--- src/rtl/temp_sample_ctrl_if.sv ---
// ============================================================================
// Module   : temp_sample_ctrl_if
// Purpose  : Signal bundle between temp_sample_ctrl, its I2C master and its user.
// Revision : 1.0
// ============================================================================
`default_nettype none

interface temp_sample_ctrl_if;
    logic        enable;
    logic        err_clr;
    logic        i2c_start;
    logic        i2c_busy;
    logic [15:0] i2c_data;
    logic        i2c_valid;
    logic [11:0] temp_raw;
    logic [11:0] temp_avg;
    logic        sample_valid;
    logic        alarm;
    logic        timeout_err;
    logic [15:0] sample_count;

    // The controller block itself
    modport slave (
        input  enable, err_clr, i2c_busy, i2c_data, i2c_valid,
        output i2c_start, temp_raw, temp_avg, sample_valid, alarm,
               timeout_err, sample_count
    );

    // The surrounding environment (I2C master model and user logic)
    modport master (
        output enable, err_clr, i2c_busy, i2c_data, i2c_valid,
        input  i2c_start, temp_raw, temp_avg, sample_valid, alarm,
               timeout_err, sample_count
    );
endinterface

`default_nettype wire

--- src/rtl/temp_sample_ctrl.sv ---
// ============================================================================
// Module   : temp_sample_ctrl
// Purpose  : Polls an I2C temperature sensor, box-car averages the readings,
//            and drives a hysteresis alarm, sample counter and timeout flag.
// Revision : 1.0
// ============================================================================
`default_nettype none

module temp_sample_ctrl #(
    parameter int                 POLL_DIV    = 10_000_000,
    parameter int                 TIMEOUT_CYC = 200_000,
    parameter int                 AVG_LOG2    = 3,
    parameter logic signed [11:0] HI_THRESH   = 12'sd400,
    parameter logic signed [11:0] LO_THRESH   = 12'sd384
) (
    input  logic                clk,
    input  logic                reset,
    temp_sample_ctrl_if.slave   bus
);

    localparam int c_DEPTH  = 1 << AVG_LOG2;
    localparam int c_SUM_W  = 12 + AVG_LOG2;
    localparam int c_POLL_W = $clog2(POLL_DIV + 1);
    localparam int c_TO_W   = $clog2(TIMEOUT_CYC + 1);

    typedef enum logic [2:0] {
        S_IDLE      = 3'd0,
        S_START     = 3'd1,
        S_WAIT_DATA = 3'd2,
        S_UPDATE    = 3'd3,
        S_WAIT_TICK = 3'd4
    } state_t;

    state_t                     r_state;
    logic [c_POLL_W-1:0]        r_poll_cnt;
    logic [c_TO_W-1:0]          r_to_cnt;
    logic signed [11:0]         r_capture;
    logic signed [11:0]         r_buf [c_DEPTH];
    logic signed [c_SUM_W-1:0]  r_sum;
    logic                       r_primed;
    logic                       r_start;
    logic signed [11:0]         r_temp_raw;
    logic signed [11:0]         r_temp_avg;
    logic                       r_sample_valid;
    logic                       r_alarm;
    logic                       r_timeout_err;
    logic [15:0]                r_sample_count;

    logic signed [c_SUM_W-1:0]  w_samp_ext;
    logic signed [c_SUM_W-1:0]  w_oldest_ext;
    logic signed [c_SUM_W-1:0]  w_sum_next;
    logic signed [11:0]         w_avg_next;
    logic                       w_unused_lsbs;

    // The sensor's low nibble carries no temperature information
    assign w_unused_lsbs = ^bus.i2c_data[3:0];

    assign w_samp_ext   = c_SUM_W'(r_capture);
    assign w_oldest_ext = c_SUM_W'(r_buf[c_DEPTH-1]);

    // Unprimed: pretend the whole window already holds this sample
    assign w_sum_next = r_primed ? (r_sum + w_samp_ext - w_oldest_ext)
                                 : (w_samp_ext <<< AVG_LOG2);
    assign w_avg_next = 12'(w_sum_next >>> AVG_LOG2);

    always_ff @(posedge clk) begin
        if (reset) begin
            r_state        <= S_IDLE;
            r_poll_cnt     <= '0;
            r_to_cnt       <= '0;
            r_capture      <= '0;
            r_sum          <= '0;
            r_primed       <= 1'b0;
            r_start        <= 1'b0;
            r_temp_raw     <= '0;
            r_temp_avg     <= '0;
            r_sample_valid <= 1'b0;
            r_alarm        <= 1'b0;
            r_timeout_err  <= 1'b0;
            r_sample_count <= '0;
            for (int i = 0; i < c_DEPTH; i++) begin
                r_buf[i] <= '0;
            end
        end else begin
            r_start        <= 1'b0;
            r_sample_valid <= 1'b0;
            if (bus.err_clr) begin
                r_timeout_err <= 1'b0;
            end

            case (r_state)
                S_IDLE: begin
                    r_poll_cnt <= '0;
                    r_to_cnt   <= '0;
                    if (bus.enable) begin
                        r_state <= S_START;
                    end
                end

                S_START: begin
                    if (!bus.i2c_busy) begin
                        r_start  <= 1'b1;
                        r_to_cnt <= '0;
                        r_state  <= S_WAIT_DATA;
                    end
                end

                S_WAIT_DATA: begin
                    if (bus.i2c_valid) begin
                        r_capture <= bus.i2c_data[15:4];
                        r_state   <= S_UPDATE;
                    end else if (r_to_cnt == c_TO_W'(TIMEOUT_CYC)) begin
                        // Later assignment overrides a same-cycle err_clr
                        r_timeout_err <= 1'b1;
                        r_poll_cnt    <= '0;
                        r_state       <= S_WAIT_TICK;
                    end else begin
                        r_to_cnt <= r_to_cnt + c_TO_W'(1);
                    end
                end

                S_UPDATE: begin
                    r_temp_raw     <= r_capture;
                    r_temp_avg     <= w_avg_next;
                    r_sum          <= w_sum_next;
                    r_primed       <= 1'b1;
                    r_sample_count <= r_sample_count + 16'd1;
                    r_sample_valid <= 1'b1;
                    if (!r_primed) begin
                        for (int i = 0; i < c_DEPTH; i++) begin
                            r_buf[i] <= r_capture;
                        end
                    end else begin
                        r_buf[0] <= r_capture;
                        for (int i = 1; i < c_DEPTH; i++) begin
                            r_buf[i] <= r_buf[i-1];
                        end
                    end
                    if (w_avg_next >= HI_THRESH) begin
                        r_alarm <= 1'b1;
                    end else if (w_avg_next < LO_THRESH) begin
                        r_alarm <= 1'b0;
                    end
                    r_poll_cnt <= '0;
                    r_state    <= S_WAIT_TICK;
                end

                S_WAIT_TICK: begin
                    if (!bus.enable) begin
                        r_poll_cnt <= '0;
                        r_state    <= S_IDLE;
                    end else if (r_poll_cnt == c_POLL_W'(POLL_DIV - 1)) begin
                        r_poll_cnt <= '0;
                        r_state    <= S_START;
                    end else begin
                        r_poll_cnt <= r_poll_cnt + c_POLL_W'(1);
                    end
                end

                default: begin
                    r_state <= S_IDLE;
                end
            endcase
        end
    end

    assign bus.i2c_start    = r_start;
    assign bus.temp_raw     = r_temp_raw;
    assign bus.temp_avg     = r_temp_avg;
    assign bus.sample_valid = r_sample_valid;
    assign bus.alarm        = r_alarm;
    assign bus.timeout_err  = r_timeout_err;
    assign bus.sample_count = r_sample_count;

endmodule

`default_nettype wire

--- src/flat_wrapper.sv ---
// flat-port wrapper written by rule: the top's interface ports become plain ports
module temp_sample_ctrl_flat 
#(
    parameter int                 POLL_DIV    = 10_000_000,
    parameter int                 TIMEOUT_CYC = 200_000,
    parameter int                 AVG_LOG2    = 3,
    parameter logic signed [11:0] HI_THRESH   = 12'sd400,
    parameter logic signed [11:0] LO_THRESH   = 12'sd384
)
  (clk, reset, bus_enable, bus_err_clr, bus_i2c_busy, bus_i2c_data, bus_i2c_valid, bus_i2c_start, bus_temp_raw, bus_temp_avg, bus_sample_valid, bus_alarm, bus_timeout_err, bus_sample_count);
  temp_sample_ctrl_if bus_i ();
  input  logic clk;
  input  logic reset;
  input wire logic [$bits(bus_i.enable)-1:0] bus_enable;
  input wire logic [$bits(bus_i.err_clr)-1:0] bus_err_clr;
  input wire logic [$bits(bus_i.i2c_busy)-1:0] bus_i2c_busy;
  input wire logic [$bits(bus_i.i2c_data)-1:0] bus_i2c_data;
  input wire logic [$bits(bus_i.i2c_valid)-1:0] bus_i2c_valid;
  output wire logic [$bits(bus_i.i2c_start)-1:0] bus_i2c_start;
  output wire logic [$bits(bus_i.temp_raw)-1:0] bus_temp_raw;
  output wire logic [$bits(bus_i.temp_avg)-1:0] bus_temp_avg;
  output wire logic [$bits(bus_i.sample_valid)-1:0] bus_sample_valid;
  output wire logic [$bits(bus_i.alarm)-1:0] bus_alarm;
  output wire logic [$bits(bus_i.timeout_err)-1:0] bus_timeout_err;
  output wire logic [$bits(bus_i.sample_count)-1:0] bus_sample_count;
  assign bus_i.enable = bus_enable;
  assign bus_i.err_clr = bus_err_clr;
  assign bus_i.i2c_busy = bus_i2c_busy;
  assign bus_i.i2c_data = bus_i2c_data;
  assign bus_i.i2c_valid = bus_i2c_valid;
  assign bus_i2c_start = bus_i.i2c_start;
  assign bus_temp_raw = bus_i.temp_raw;
  assign bus_temp_avg = bus_i.temp_avg;
  assign bus_sample_valid = bus_i.sample_valid;
  assign bus_alarm = bus_i.alarm;
  assign bus_timeout_err = bus_i.timeout_err;
  assign bus_sample_count = bus_i.sample_count;
  temp_sample_ctrl #(.POLL_DIV(POLL_DIV), .TIMEOUT_CYC(TIMEOUT_CYC), .AVG_LOG2(AVG_LOG2), .HI_THRESH(HI_THRESH), .LO_THRESH(LO_THRESH)) u_core (.clk(clk), .reset(reset), .bus(bus_i));
endmodule
--- config.mk ---
export PLATFORM = sky130hd
export DESIGN_NAME = temp_sample_ctrl_flat
export DESIGN_NICKNAME = d
export VERILOG_FILES = /design/src/rtl/temp_sample_ctrl_if.sv /design/src/rtl/temp_sample_ctrl.sv /design/src/flat_wrapper.sv
export SDC_FILE = /design/constraint.sdc
export NUM_CORES = 1
export LEC_CHECK = 0
export CAP_MARGIN = 5
export CORE_MARGIN = 2
export CORE_UTILIZATION = 63
export DETAILED_ROUTE_END_ITERATION = 10
export GPL_TIMING_DRIVEN = 0
export MAX_ROUTING_LAYER = met4
export PLACE_DENSITY = 0.85
export SLEW_MARGIN = 20
export SYNTH_ARGS = -nofsm -noshare
export SYNTH_HDL_FRONTEND = slang
export SYNTH_SLANG_ARGS = --single-unit
--- constraint.sdc ---
create_clock -name clk -period 5.2 [get_ports clk]
set_input_delay 0.78 -clock clk [delete_from_list [all_inputs] [get_ports clk]]
set_output_delay 0.78 -clock clk [all_outputs]
set_load 0.05 [all_outputs]
# Word level (Yosys, flattened, before mapping)
# Memory sizes are Yosys's and may differ from the RTL's.
# Index checks and enable logic that the tools add are counted.
op_classes:
  n_bitwise: 17
  muxes: 51
  add_sub_neg: 5
  reduce_logical: 11
  n_lt_le_gt_ge: 2
  eq_ne: 13
op_table:
  columns: ["cell", "count"]
  rows:
  - ["two-way mux 12 bit", 16]
  - ["two-way mux 24 bit", 4]
  - ["one-hot mux 24 bit (3 select lines)", 1]
  - ["two-way mux 18 bit", 3]
  - ["one-hot mux 18 bit (3 select lines)", 1]
  - ["adder 24 x 1 -> 24 bit, second input constant", 1]
  - ["equality test 24 bit, second input constant", 1]
  - ["adder 18 x 1 -> 18 bit, second input constant", 1]
  - ["equality test 18 bit, second input constant", 1]
  - ["two-way mux 1 bit", 18]
  - ["two-way mux 3 bit", 6]
  - ["adder 16 x 1 -> 16 bit, second input constant", 1]
  - ["OR 1 bit", 16]
  - ["adder 15 x 12 -> 15 bit", 1]
  - ["two-way mux 15 bit", 1]
  - ["one-hot mux 3 bit (5 select lines)", 1]
  - ["subtractor 15 x 12 -> 15 bit", 1]
  - ["greater-or-equal comparator 12 x 10 -> 1 bit, second input constant", 1]
  - ["less-than comparator 12 x 10 -> 1 bit, second input constant", 1]
  - ["inequality test 2 bit, second input constant", 4]
  - ["AND reduction 4 bit", 2]
  - ["equality test 3 x 2 -> 1 bit, second input constant", 2]
  - ["inequality test 3 x 2 -> 1 bit, second input constant", 2]
  - ["nonzero test 3 bit", 2]
  - ["9 further kinds", 11]
totals:
  out_inout_bits: 44
  mem_bits_rw: 96
  input_bits: 22
  word_cells: 113
  ff_bits: 117
  memories: 1
mem_list:
  columns: ["name", "words", "word_bits", "read_ports", "rd_ports_with_merged_regs", "write_ports", "line", "source"]
  rows:
  - ["u_core.r_buf", 8, 12, 8, 0, 8, "temp_sample_ctrl.sv:38", "logic signed [11:0] r_buf [c_DEPTH];"]

# Longest topological paths before layout
# Gate-level depths: netlist of the first run.
depth:
  depth_word: 6
  ltp_mapped: 13
  depth_no_buf: 13

# Worst setup path before layout of the first run
# Ideal clock, no wire load.
synth_path:
  kind: "reg-to-reg"
  from: "register u_core.r_capture[1]"
  to: "register u_core.r_alarm (netlist: u_core.bus.alarm)"
  synth_period_minus_slack_ps: 3440
  slack_ps: 1760
  stages_incl_launch_ff: 13
  required_ps: 5109
  n_path_buf: 0
  arrival_time_ps: 3349
  setup_ps: 91
  path_cell_list: "dfxtp_1 inv_1 fa_1 inv_1 fa_1 a21o_1 a2111oi_1 a31oi_1 o31ai_1 mux2i_1 mux2i_1 a21oi_1 a311oi_1"
synth_between:
  elab_chain_len: 6
  word_cells_on_any_way: 8
  cone_classes: "2 x add/sub; 2 x order compare; 2 x mux; 2 x reduce/logical"
synth_lines:
  columns: ["element", "line", "source"]
  rows:
  - ["start, declared", "temp_sample_ctrl.sv:37", "logic signed [11:0] r_capture;"]
  - ["start signal, assigned", "temp_sample_ctrl.sv:110", "r_capture <= bus.i2c_data[15:4];"]
  - ["adder 15 x 12 -> 15 bit", "temp_sample_ctrl.sv:62", "assign w_sum_next = r_primed ? (r_sum + w_samp_ext - w_oldest_ext)"]
  - ["subtractor 15 x 12 -> 15 bit", "temp_sample_ctrl.sv:62", null]
  - ["two-way mux 15 bit *", "temp_sample_ctrl.sv:62", null]
  - ["less-than comparator 12 x 10 -> 1 bit or greater-or-equal comparator 12 x 10 -> 1 bit (tied branches)", "temp_sample_ctrl.sv:141, temp_sample_ctrl.sv:139", null]
  - ["nonzero test 2 bit (no source line)", null, null]
  - ["AND reduction 2 bit (no source line)", null, null]
  - ["end signal, assigned", "temp_sample_ctrl.sv:78", "r_alarm <= 1'b0;"]
  - ["end signal, assigned", "temp_sample_ctrl.sv:140", "r_alarm <= 1'b1;"]
  - ["end signal, assigned", "temp_sample_ctrl.sv:142", "r_alarm <= 1'b0;"]
  - ["end, declared", "temp_sample_ctrl.sv:45", "logic r_alarm;"]
# Every way passes the cells marked *; elsewhere a longest branch is shown, timed or not.
# A chain may end at the register's enable or synchronous reset.

# Final worst setup path of the first run
layout_path:
  from: "register u_core.r_capture[4]"
  to: "register u_core.r_alarm (netlist: u_core.bus.alarm)"
# Same word-level chain as after synthesis.

==> out/qor.yml, run 1 <==
critical_path:
  critPathMaxStageDelay_ns: 0.66
  rrSetupSlack_ns: 1.24
  startpoint_type: "register"
  path_class: "reg -> reg"
  path_cells: "inv_1 > fa_1 > inv_1 > ha_1 > and3_1 > a2111oi_1 > a31oi_1 > o31ai_1 > mux2i_1 > mux2i_1 > a21oi_1 > a311oi_1"
  arrival_ns: 4.37
  cp_top_family: "compound AO/OA/AOI/OAI gates"
  critPathBufInv: 2
  worstPathMaxFanout: 5
  endpoint_kind: "register"
  crit_slowest_cell: "a2111oi_1"
  required_ns: 5.61
cts:
  cts_tree: "yes"
  clk_root_buffer_cell: "clkbuf_16"
  clock-sinks: 201
  cts_setup_buffers: 0
  clockBufferDepth: 3
  cts.hold.buffers_added: 0
  htreeDepth: 1
  cts_made_buffers: 21
  cts_resized: 0
  clk_latency_ns: 0.50
  clk_pin_slew_ns: 0.06
global_routing:
  gr-usage-all-layers_pct: 27.1
  antenna_found_initial: 0
  grt-ovfl-total: 0
  grt_pass1_vias: 6784
  grt_pass1_wl_um: 33600
  grt_max_degree: 37
finish:
  multi_input_area_mm2: 0.00385
  nNetsFinal: 1056
  area_delta_synth_final_pct: 16.8
  stdcell_count: 1199
  regArea_mm2: 0.00498
  fillers: 1013
  layout-drive-gt1-share_pct: 5.91
  post-route-util_pct: 75.2
  diodes: 0
synthesis:
  syn_avg_cell_area_um2: 10.2
  yosys_register_bits: 201
  synthCells: 915
  ys_async_sr_fraction_pct: 0
  synth-edff-count: 96
  synth.net_count: 970
  synth_ff_type: "dfxtp_1"
  yosysWarnings: 0
  syn_area_mm2: 0.00935
  synth_cell_type_count: 63
  yosysSeqAreaShare_pct: 53.3
timing:
  setup_violations: 0
  maxSlewViolCount: 0
  fin_crit_ns: 3.96
  max_slew_margin_pct: 40.7
  rsz0062_at_grt: "false"
  max_freq_mhz: 253
  final.period_utilization_pct: 76.1
  worst_pin_slew_ns: 0.883
  hold_violations: 0
  skew_ns: 0.0214
  setup_tns_ns: 0
drt:
  wl_um: 21200
  ant_nets: 0
  drt_iter0_drc: 590
  avgViaCountPerCell: 5.98
  wire_per_inst_um: 17.7
  num_vias: 7169
  remaining_drc_errors: 0
  drt-pass1-iter-count: 5
placed_design:
  dpl.hpwl_um: 14800
  place_inst: 1162
  gp_congestion: 0.848
  port-buffer-count: 61
die:
  ioPinCount: 66
  coreArea_mm2: 0.0145
  die_w_um: 126
  rows: 44
  start_util_pct: 64.3
  die-area_mm2: 0.0158
  die_h_um: 126
power_and_ir_drop:
  vdd_drop_max_uv: 255
  power.density_mw_per_mm2: 332
  p_leak_uw: 0.00436
run_status:
  outcome: "completed"
job:
  maxCapViolCount: 0
hold_path:
  hp-class: "reg -> reg"
[metrics by stage]
step / hold WS (ns) / setup WS [ns] / instance area (µm²) / power [µW]
after floorplan: 0.449 / 1.76 / 9350 / 2050
after global placement: 0.431 / 1.35 / 10200 / 2150
after global routing: 0.471 / 0.997 / 10900 / 3740
after CTS: 0.450 / 1.22 / 10900 / 3630
after detailed placement: 0.440 / 1.27 / 10200 / 2160
final: 0.446 / 1.24 / 10900 / 3620
[area by class of cell]
type / instances / area share, %
well taps: 184 / 2.11
inverters: 79 / 2.71
repair buffers: 63 / 5.96
flip-flops and latches: 201 / 45.6
clock inverters: 5 / 0.435
clock buffers: 32 / 5.85
multi-input cells: 587 / 35.2
plain buffers: 48 / 2.10
[layer usage]
metal / wire length, µm / global-route usage (%)
met1: 8770 / 35.0
met2: 10400 / 45.2
met3: 1420 / 2.80
met4: 608 / 8.92
met5: 0 / -
[power breakdown]
group / switching [µW] / total, µW / internal (µW) / leakage (µW)
Clock: 587 / 1480 / 895 / 0.000337
Combinational: 250 / 389 / 139 / 0.00219
Sequential: 33.3 / 1750 / 1720 / 0.00184
[synth_stat cells, types with 4 or more instances]
cell,count,area [µm²]
buf_4,12,90.1
nor4_1,7,43.8
dfxtp_1,105,2100
and2_1,5,31.3
a21o_1,60,450
xor2_1,16,140
nand4_1,8,50.1
and3_1,12,75.1
o21ai_0,33,165
mux2i_1,6,60.1
ha_1,19,238
nand2_1,93,349
clkbuf_1,32,120
fa_1,14,280
a21oi_1,57,285
a22o_1,25,219
a221o_1,4,40.0
nand3_1,15,75.1
or3_1,20,125
nor2_1,74,278
a211oi_1,7,52.6
edfxtp_1,96,2880
inv_1,76,285
a31oi_1,7,43.8
nor3_1,28,140
xnor2_1,31,272
[cells by family after synthesis]
kind of cell    after synthesis  share of synthesized area [%]
simple gates                283                           14.6
compound gates              218                           15.9
flops                       201                           53.3
buf+inv                     127                           5.62
xor+xnor                     47                           4.40
fa+ha+maj                    33                           5.54
mux                           6                          0.642
[cells in the final DEF, fill, tap and decap left out, types with 33 or more instances in the layout]
master / synthesis / layout
a21o_1: 60 / 60
a21oi_1: 57 / 57
clkbuf_1: 32 / 38
clkdlybuf4s50_1: 0 / 61
dfxtp_1: 105 / 105
edfxtp_1: 96 / 96
inv_1: 76 / 74
nand2_1: 93 / 93
nor2_1: 74 / 74
o21ai_0: 33 / 33
[flip-flops by register name, indices dropped and copies added (netlist names)]
signal / flops
u_core.r_sum: 14
u_core.r_poll_cnt: 24
u_core.r_buf: 96
u_core.r_state: 3
u_core.r_primed: 1
u_core.bus.sample_count: 16
u_core.bus.sample_valid: 1
u_core.bus.timeout_err: 1
u_core.r_capture: 12
u_core.bus.alarm: 1
u_core.bus.temp_raw: 12
u_core.bus.temp_avg: 1
u_core.r_to_cnt: 18
u_core.bus.i2c_start: 1
[path summary, 6_finish.rpt]
kind | start | end | depth (start not counted)
max | u_core.r_capture[4] | u_core.bus.alarm | 12
min | u_core.bus.temp_raw[11] | u_core.bus.temp_raw[11] | 1
max reg2reg | u_core.r_capture[4] | u_core.bus.alarm | 12
min reg2reg | u_core.bus.temp_raw[11] | u_core.bus.temp_raw[11] | 1
No activity file was read; power rests on OpenSTA's default activity.
==> run 2, diff against run 1 <==
--- a/config.mk
+++ b/config.mk
@@ -7,11 +7,11 @@
 export LEC_CHECK = 0
 export CAP_MARGIN = 5
 export CORE_MARGIN = 2
-export CORE_UTILIZATION = 63
+export CORE_UTILIZATION = 53
 export DETAILED_ROUTE_END_ITERATION = 10
 export GPL_TIMING_DRIVEN = 0
 export MAX_ROUTING_LAYER = met4
-export PLACE_DENSITY = 0.85
+export PLACE_DENSITY = 0.76
 export SLEW_MARGIN = 20
 export SYNTH_ARGS = -nofsm -noshare
 export SYNTH_HDL_FRONTEND = slang
==> constraint.sdc (replaced) <==
create_clock -name clk -period 3.6 [get_ports clk]
set_input_delay 0.54 -clock clk [delete_from_list [all_inputs] [get_ports clk]]
set_output_delay 0.54 -clock clk [all_outputs]
set_load 0.05 [all_outputs]
==> out/qor.yml, run 2 (synthesized netlist as in run 1, its figures left out) <==
run_status:
  outcome: "completed"
cts:
  clk_latency_ns: 0.50  # about the same
  clockBufferDepth: 3  # unchanged
  clk_pin_slew_ns: 0.06  # about the same
  clock-sinks: 201  # unchanged
  clk_root_buffer_cell: "clkbuf_16"
  cts_tree: "yes"
  htreeDepth: 1  # unchanged
  cts.hold.buffers_added: 0  # unchanged
  cts_made_buffers: 21  # unchanged
critical_path:
  arrival_ns: 3.87  # -0.50 ns
  required_ns: 4.01  # -1.60 ns
  startpoint_type: "register"
  path_class: "reg -> reg"
  crit_slowest_cell: "fa_1"
  reg2reg_to: "u_core.bus.alarm"
  rrSetupSlack_ns: 0.13  # -1.11 ns
  r2r_start: "u_core.r_capture[5]"
  critPathBufInv: 2  # unchanged
  r2r_cells: 12  # unchanged
  critPathCapture: "u_core.bus.alarm"
  cp_top_family: "compound AO/OA/AOI/OAI gates"
  path_cells: "inv_1 > fa_1 > inv_1 > ha_1 > and2_1 > a2111oi_4 > a31oi_2 > o31ai_2 > mux2i_1 > mux2i_1 > a21oi_1 > a311oi_1"
  critPathLaunch: "u_core.r_capture[5]"
  critPathMaxStageDelay_ns: 0.52  # -0.14 ns
  worstPathMaxFanout: 5  # unchanged
  endpoint_kind: "register"
  crit_cells: 12  # unchanged
finish:
  nNetsFinal: 1058  # +0.19%
  layout-drive-gt1-share_pct: 7.56  # +1.7 points
  largest_reg_flops: 96  # unchanged
  layout_commonest_cell: "dfxtp_1"
  mostFrequentLayoutCells: "dfxtp_1 (101), edfxtp_1 (96), nand2_1 (93)"
  top_register: "u_core.r_buf"
  stdcell_count: 1243  # +3.7%
  top_regs: "u_core.r_buf (96), u_core.r_poll_cnt (24), u_core.r_to_cnt (18)"
  area_delta_synth_final_pct: 18.3
  diodes: 0  # unchanged
job:
  maxCapViolCount: 0  # unchanged
power_and_ir_drop:
  report.power.total_uw: 5350  # +48%
  vdd_drop_max_uv: 374  # +47%
  p_leak_uw: 0.00438  # +0.50%
  power.density_mw_per_mm2: 484  # +46%
global_routing:
  grt-ovfl-total: 0  # unchanged
  grt_pass1_wl_um: 33700  # +0.23%
  grt_pass1_vias: 6766  # -0.27%
  antenna_found_initial: 0  # unchanged
  gr-usage-all-layers_pct: 23.5  # -3.6 points
  grt_max_degree: 37  # unchanged
hold_path:
  hp-class: "reg -> reg"
placed_design:
  port-buffer-count: 61  # unchanged
  dpl.hpwl_um: 14900  # +0.25%
  place_inst: 1203  # +3.5%
  gp_congestion: 0.874  # +3.1%
die:
  rows: 48  # +9.1%
  ioPinCount: 66  # unchanged
  start_util_pct: 54.1  # -10 points
  coreArea_mm2: 0.0173  # +19%
  die-area_mm2: 0.0187  # +18%
  die_w_um: 137  # +8.7%
  die_h_um: 137  # +8.7%
timing:
  maxSlewViolCount: 0  # unchanged
  final.period_utilization_pct: 96.3  # +20 points
  max_freq_mhz: 289  # +14%
  worst_pin_slew_ns: 0.927  # +0.0441 ns
  setup_violations: 0  # unchanged
  max_slew_margin_pct: 37.7  # -3.0 points
  skew_ns: 0.0209  # -0.000562 ns
  hold_violations: 0  # unchanged
  fin_crit_ns: 3.47  # -0.492 ns
drt:
  avgViaCountPerCell: 5.67  # -5.2%
  drt_iter0_drc: 453  # -23%
  remaining_drc_errors: 0  # unchanged
  wl_um: 20900  # -1.5%
  num_vias: 7045  # -1.7%
  drt-pass1-iter-count: 5  # unchanged
  wire_per_inst_um: 16.8  # -5.0%
  ant_nets: 0  # unchanged
## run 2: metal layers
metal  track usage [%]  wire [µm]  share of wire (%)  vias up
met5                 -          0                  0        -
met4              6.19        399                1.9        0
met3              3.11       1070                5.1       34
met2              39.3      10300                 49      199
met1              30.4       9110                 44     3411
li1                  -          -                  -     3401
## run 2: what timing repair did
item,in CTS,in global routing
resized for setup,3,9
pin swaps,1,4
endpoints found under the setup margin,4,1
cloned,0,0
setup buffers,0,2
## run 2: final cells by class
class / instances / area [µm²]
plain buffers: 48 / 229
clock buffers: 24 / 537
clock inverters: 14 / 184
fillers: 1382 / 6230
inverters: 79 / 297
multi-input cells: 587 / 3880
flip-flops and latches: 201 / 4990
well taps: 225 / 282
repair buffers: 65 / 666
## run 2: power by group
part           total (µW)  internal, µW  switching [µW]
registers            2530          2480            47.4
logic                 564           207             357
clock network        2260          1370             895
## run 2: worst reg2reg max path, stage by stage, from the launching register on
cell and delay [ns]:
dfxtp_2 0.38, inv_1 0.13, fa_1 0.53, inv_1 0.05
ha_1 0.36, and2_1 0.20, a2111oi_4 0.42, a31oi_2 0.19
o31ai_2 0.32, mux2i_1 0.26, mux2i_1 0.25, a21oi_1 0.06
a311oi_1 0.24
## run 2: worst min path at each step
| stage | startpoint | to | cells past startpoint | slack (ns) |
|---|---|---|---|---|
| 5_1_grt | u_core.bus.temp_raw[0] | u_core.bus.temp_raw[0] | 1 | 0.47 |
| 3_5_place_dp | u_core.bus.temp_raw[0] | u_core.bus.temp_raw[0] | 1 | 0.44 |
| 4_1_cts | u_core.bus.temp_raw[0] | u_core.bus.temp_raw[0] | 1 | 0.45 |
| 3_3_place_gp | u_core.bus.temp_raw[7] | u_core.bus.temp_raw[7] | 2 | 0.44 |
| 6_report | u_core.bus.temp_raw[0] | u_core.bus.temp_raw[0] | 1 | 0.45 |
| 2_1_floorplan | u_core.r_sum[0] | u_core.r_sum[0] | 1 | 0.45 |
## run 2: stage by stage
| step | hold slack (ns) | setup slack [ns] | setup TNS (ns) | utilization, % | area, µm² |
|---|---|---|---|---|---|
| 2_1_floorplan | 0.449 | 0.160 | 0 | - | 9350 |
| 3_3_place_gp | 0.436 | -0.379 | -0.811 | 59.2 | 10200 |
| 3_5_place_dp | 0.440 | -0.431 | -0.803 | 59.5 | 10300 |
| 4_1_cts | 0.453 | 0.000378 | 0 | 63.8 | 11000 |
| 5_1_grt | 0.468 | -0.0220 | -0.0220 | 64.0 | 11100 |
| 6_report | 0.449 | 0.135 | 0 | 64.0 | 11100 |
